## config.mk

```make
export PLATFORM = sky130hd
export DESIGN_NAME = req_grant_responder
export DESIGN_NICKNAME = d
export VERILOG_FILES = /design/src/rtl/req_grant_responder.sv
export SDC_FILE = /design/constraint.sdc
export NUM_CORES = 1
export LEC_CHECK = 0
export CAP_MARGIN = 20
export CORE_ASPECT_RATIO = 1.4
export CORE_UTILIZATION = 40
export CTS_CLUSTER_DIAMETER = 40
export CTS_CLUSTER_SIZE = 14
export DETAILED_ROUTE_END_ITERATION = 10
export DONT_BUFFER_PORTS = 1
export PLACE_DENSITY = 0.65
export SLEW_MARGIN = 15
export SYNTH_ARGS = -nofsm -noshare
export SYNTH_HDL_FRONTEND = slang
export SYNTH_SLANG_ARGS = --single-unit
```

## constraint.sdc

```tcl
create_clock -name clk -period 2.8 [get_ports clk]
set_input_delay 0.56 -clock clk [delete_from_list [all_inputs] [get_ports clk]]
set_output_delay 0.56 -clock clk [all_outputs]
set_load 0.03 [all_outputs]
```

## src/rtl/req_grant_responder.sv

```systemverilog
// rtl/req_grant_responder.sv - round-robin request/grant responder with fixed grant latency
// Four-state FSM (IDLE/WAIT/GRANT/GAP) plus hold timeout and per-requester re-arm blocking.
module req_grant_responder #(
  parameter int NUM_REQ       = 4,
  parameter int GRANT_LATENCY = 2,
  parameter int MAX_HOLD      = 8
) (
  input  logic                       clk,
  input  logic                       rst_n,
  input  logic [NUM_REQ-1:0]         request,
  output logic [NUM_REQ-1:0]         grant,
  output logic [$clog2(NUM_REQ)-1:0] grant_id,
  output logic                       busy,
  output logic                       timeout,
  output logic                       abort
);

  localparam int IW = $clog2(NUM_REQ);
  localparam logic [NUM_REQ-1:0] ONE      = NUM_REQ'(1);
  localparam logic [3:0]         LAT_LAST = 4'(GRANT_LATENCY - 1);
  localparam logic [7:0]         HOLD_MAX = 8'(MAX_HOLD);

  typedef enum logic [1:0] {
    IDLE  = 2'd0,
    WAIT  = 2'd1,
    GRANT = 2'd2,
    GAP   = 2'd3
  } state_t;

  state_t             state;
  logic [IW-1:0]      rr_ptr;
  logic [NUM_REQ-1:0] blocked;
  logic [3:0]         lat_cnt;
  logic [7:0]         hold_cnt;

  logic [NUM_REQ-1:0] eligible;
  logic               pick_valid;
  logic [IW-1:0]      pick_id;
  logic [IW-1:0]      next_ptr;

  // First eligible requester at or above rr_ptr, wrapping modulo NUM_REQ.
  always_comb begin
    int unsigned   idx;
    logic [IW-1:0] idx_w;
    eligible   = request & ~blocked;
    pick_valid = 1'b0;
    pick_id    = '0;
    idx        = 0;
    idx_w      = '0;
    for (int i = 0; i < NUM_REQ; i++) begin
      idx   = (int'(rr_ptr) + i) % NUM_REQ;
      idx_w = IW'(idx);
      if (!pick_valid && eligible[idx_w]) begin
        pick_valid = 1'b1;
        pick_id    = idx_w;
      end
    end
  end

  always_comb begin
    next_ptr = '0;
    if (grant_id != IW'(NUM_REQ - 1)) next_ptr = grant_id + 1'b1;
  end

  always_ff @(posedge clk or negedge rst_n) begin
    if (!rst_n) begin
      state    <= IDLE;
      grant    <= '0;
      grant_id <= '0;
      busy     <= 1'b0;
      timeout  <= 1'b0;
      abort    <= 1'b0;
      rr_ptr   <= '0;
      blocked  <= '0;
      lat_cnt  <= '0;
      hold_cnt <= '0;
    end else begin
      timeout <= 1'b0;
      abort   <= 1'b0;
      // A blocked requester re-arms once its request is observed low.
      blocked <= blocked & request;
      case (state)
        IDLE: begin
          if (pick_valid) begin
            grant_id <= pick_id;
            busy     <= 1'b1;
            if (GRANT_LATENCY == 1) begin
              grant    <= ONE << pick_id;
              hold_cnt <= 8'd1;
              state    <= GRANT;
            end else begin
              lat_cnt <= 4'd1;
              state   <= WAIT;
            end
          end
        end
        WAIT: begin
          if (!request[grant_id]) begin
            abort <= 1'b1;
            state <= GAP;
          end else if (lat_cnt == LAT_LAST) begin
            grant    <= ONE << grant_id;
            hold_cnt <= 8'd1;
            state    <= GRANT;
          end else begin
            lat_cnt <= lat_cnt + 4'd1;
          end
        end
        GRANT: begin
          if (!request[grant_id]) begin
            grant <= '0;
            state <= GAP;
          end else if (hold_cnt == HOLD_MAX) begin
            grant             <= '0;
            timeout           <= 1'b1;
            blocked[grant_id] <= 1'b1;
            state             <= GAP;
          end else begin
            hold_cnt <= hold_cnt + 8'd1;
          end
        end
        GAP: begin
          rr_ptr   <= next_ptr;
          lat_cnt  <= '0;
          hold_cnt <= '0;
          busy     <= 1'b0;
          state    <= IDLE;
        end
        default: state <= IDLE;
      endcase
    end
  end

endmodule

```

==> impl_metrics.yaml <==
floorplanning:
  start_util_pct: 41.73
  core_area_sq_um: 4204
  die_h_um: 80.36
  rows: 28
  fp.dieW_um: 57.97
  pin_count: 15
  die-area_sq_um: 4658
routing:
  routedWlPerCell_um: 15.92
  dr.pass1.iters: 7
  num_vias: 1335
  drtIter0Drc: 70
  drt_wl_total_mm: 3.630
  drc: 3
  routed_via_density: 5.855
  drtAntennaViolNets: 0
synthesis:
  ys_ff_latch: 29
  synth_nets: 197
  synth_compound_area_share_pct: 18.69
  synthesis.instances: 177
  async_reset_ff_share_pct: 100.0
  synthTopCellsByCount: "29 x dfrtp_1, 22 x nand2_1, 14 x ha_1, 9 x inv_1, 9 x nand3_1"
  yosys.area_share.simple_pct: 20.54
  netlist_area_sq_um: 1754
  synth_top_area_share_pct: 41.37
  synth_edf_count: 0
  synth-xor-area-share_pct: 0
  yosys.cell_types.count: 42
  yosysMostFrequentCell: "dfrtp_1"
  seq_area_frac_synth_pct: 41.37
  ys.flop_type: "dfrtp_1"
  synthAdderAreaFrac_pct: 9.986
  synth_top_family_by_area: "simple AND/OR/NAND/NOR gates"
  syn_area_per_cell_sq_um: 9.911
  yosys.area.top_type: "dfrtp_1"
  synthMuxAreaShare_pct: 6.205
  yosys_warnings: 0
  synth_area_leaders: "dfrtp_1 41%, ha_1 10%, nand2_1 4.7%"
sta:
  fmax_ghz: 0.4353
  rsz0062_at_grt: "false"
  min_period_over_period_pct: 82.04
  worst_pin_slew_ps: 557.7
  max_slew_margin_pct: 62.82
  period_needed_ps: 2297
  tns_ps: 0
  final.setup_skew_ps: 2.470
  hold_viol_final: 0
  final-setup-viol-count: 0
  maxSlewViolCount: 0
final_layout:
  fillers: 406
  stdcell_count: 228
  drive_gt1_share_pct: 10.93
  post-route-util_pct: 45.68
  syn_to_final_growth_pct: 9.486
  n_antenna_cell: 0
  nets: 202
cts:
  cts_tree: "built"
  cts-buffers-inserted: 5
  clock-sinks: 29
  clkTransAtPathRegs_ps: 60
  insertion_delay_ps: 270
  ctsHtreeMaxLevel: 2
  cts-root-buf: "clkbuf_8"
  clockBufferDepth: 2
placement:
  dpl.hpwl_mm: 2.709
  placed_cells: 219
  numPortBuffers: 0
  gp_congestion: 0.8145
setup_path:
  cp.arrival_ps: 2460
  critical_path.max_fanout: 8
  path_cells: "mux4_2 > o31a_1 > a211oi_4 > nor2b_1 > a31o_1"
  endpoint_kind: "flop"
  path_class: "flop to flop"
  required_ps: 2970
  regToRegStartpoint: "grant_id[1]"
  slowest_delay_ps: 690
  rr_endpoint: "grant[1]"
  reg2reg_depth: 5
  worst_setup_path_start_kind: "flop"
  rrSetupSlack_ps: 500
  cpMaxStageDelayCell: "dfrtp_1"
grt:
  use_met1_pct: 17.09
  grt_pass1_wl_mm: 6.037
  grtUsageMet2_pct: 33.33
  antenna_found_initial: 0
  grt_overflow: 0
  first_global_vias: 1324
  grt_usage_pct: 17.10
  grt_max_degree: 30
  grt_use_met3_pct: 4.187
  grt_busiest_layer: "met2"
power:
  power_density_nw_per_um2: 1072
  p_total_mw: 2.058
  power.leakage_nw: 0.8888
  ir_worst_vdd_mv: 0.2997
status:
  violations: "design-rule violations"
  status: "complete, but fails checks"
job:
  drv_cap: 0
worst_hold_path:
  hold_path_class: "input port to async pin"
## placed cells by master, fill, tap and decap left out, types with 2 or more instances in the layout
cell type	instances
a21boi_0	2
a21oi_1	7
o22ai_1	3
nand2b_1	3
mux2i_1	3
a31o_1	4
nor3_1	4
nand3b_1	2
mux2_2	5
or4_1	2
and3_1	3
dfrtp_1	29
inv_1	9
a211o_1	3
o21ai_0	8
nor2_1	6
a22o_1	4
ha_1	14
nor2b_1	8
a21o_1	2
o31ai_1	2
o41ai_1	3
nand3_1	9
clkbuf_8	7
nand2_1	22
## stage by stage
step	hold WS, ps	setup WS, ps	area (sq um)
floorplan	264.4	720.0	1754
global placement	264.9	556.1	1799
detailed placement	265.0	508.4	1799
CTS	97.95	497.7	1921
global route	104.5	403.8	1921
finish	102.3	502.8	1921
## kinds of logic (layout without fill, tap and decap cells)
| family | count (synthesis) | after routing |
|---|---|---|
| adders and majority gates | 14 | 14 |
| and+or+nand+nor | 68 | 68 |
| buffers and inverters | 14 | 20 |
| AOI/OAI and AO/OA | 43 | 43 |
| DFF | 29 | 29 |
| muxes | 9 | 9 |
## critical path, delay by kind of cell, from the launching register on
kind            cells  cell delay (ps)
mux                 1              630
flops               1              690
compound gates      3              780
simple gates        1               90
## cell type report
type / instances / area [sq um] / area share [%]
multi-input cells: 134 / 972.2 / 50.62
flip-flops and latches: 29 / 725.7 / 37.79
clock buffers: 7 / 96.34 / 5.016
well taps: 45 / 56.30 / 2.932
inverters: 10 / 37.54 / 1.954
repair buffers: 2 / 27.53 / 1.433
clock inverters: 1 / 5.005 / 0.2606
## flip-flops by register name, indices dropped and copies added, names as in the netlist
name      flops
abort         1
timeout       1
state         2
rr_ptr        2
grant         4
hold_cnt      8
blocked       4
grant_id      2
busy          1
lat_cnt       4
## worst max path at each step
stage / end / startpoint / cells after the start / slack, ps
floorplan: grant[0] / grant_id[1] / 5 / 720
global placement: grant[2] / grant_id[1] / 5 / 560
detailed placement: grant[2] / grant_id[1] / 5 / 510
CTS: grant[2] / grant_id[1] / 5 / 500
global route: grant[0] / grant_id[1] / 5 / 400
finish: grant[1] / grant_id[1] / 5 / 500
## power breakdown
part	leakage, nW	switching (mW)	internal (mW)
clock	0.0542	0.156	0.222
sequential	0.382	0.230	0.532
combinational	0.453	0.515	0.404
total	0.889	0.901	1.16
## layer usage
metal	up-vias	wire [um]
met5	-	0
met4	0	46
met3	5	123
met2	16	2053
met1	661	1406
li1	653	-
## repair_timing
action / CTS / global route
endpoints found under the hold margin: 29 / 0
resized for setup: 0 / 0
hold buffers: 1 / 0
setup buffers: 0 / 0
No activity file was read; power rests on OpenSTA's default activity.
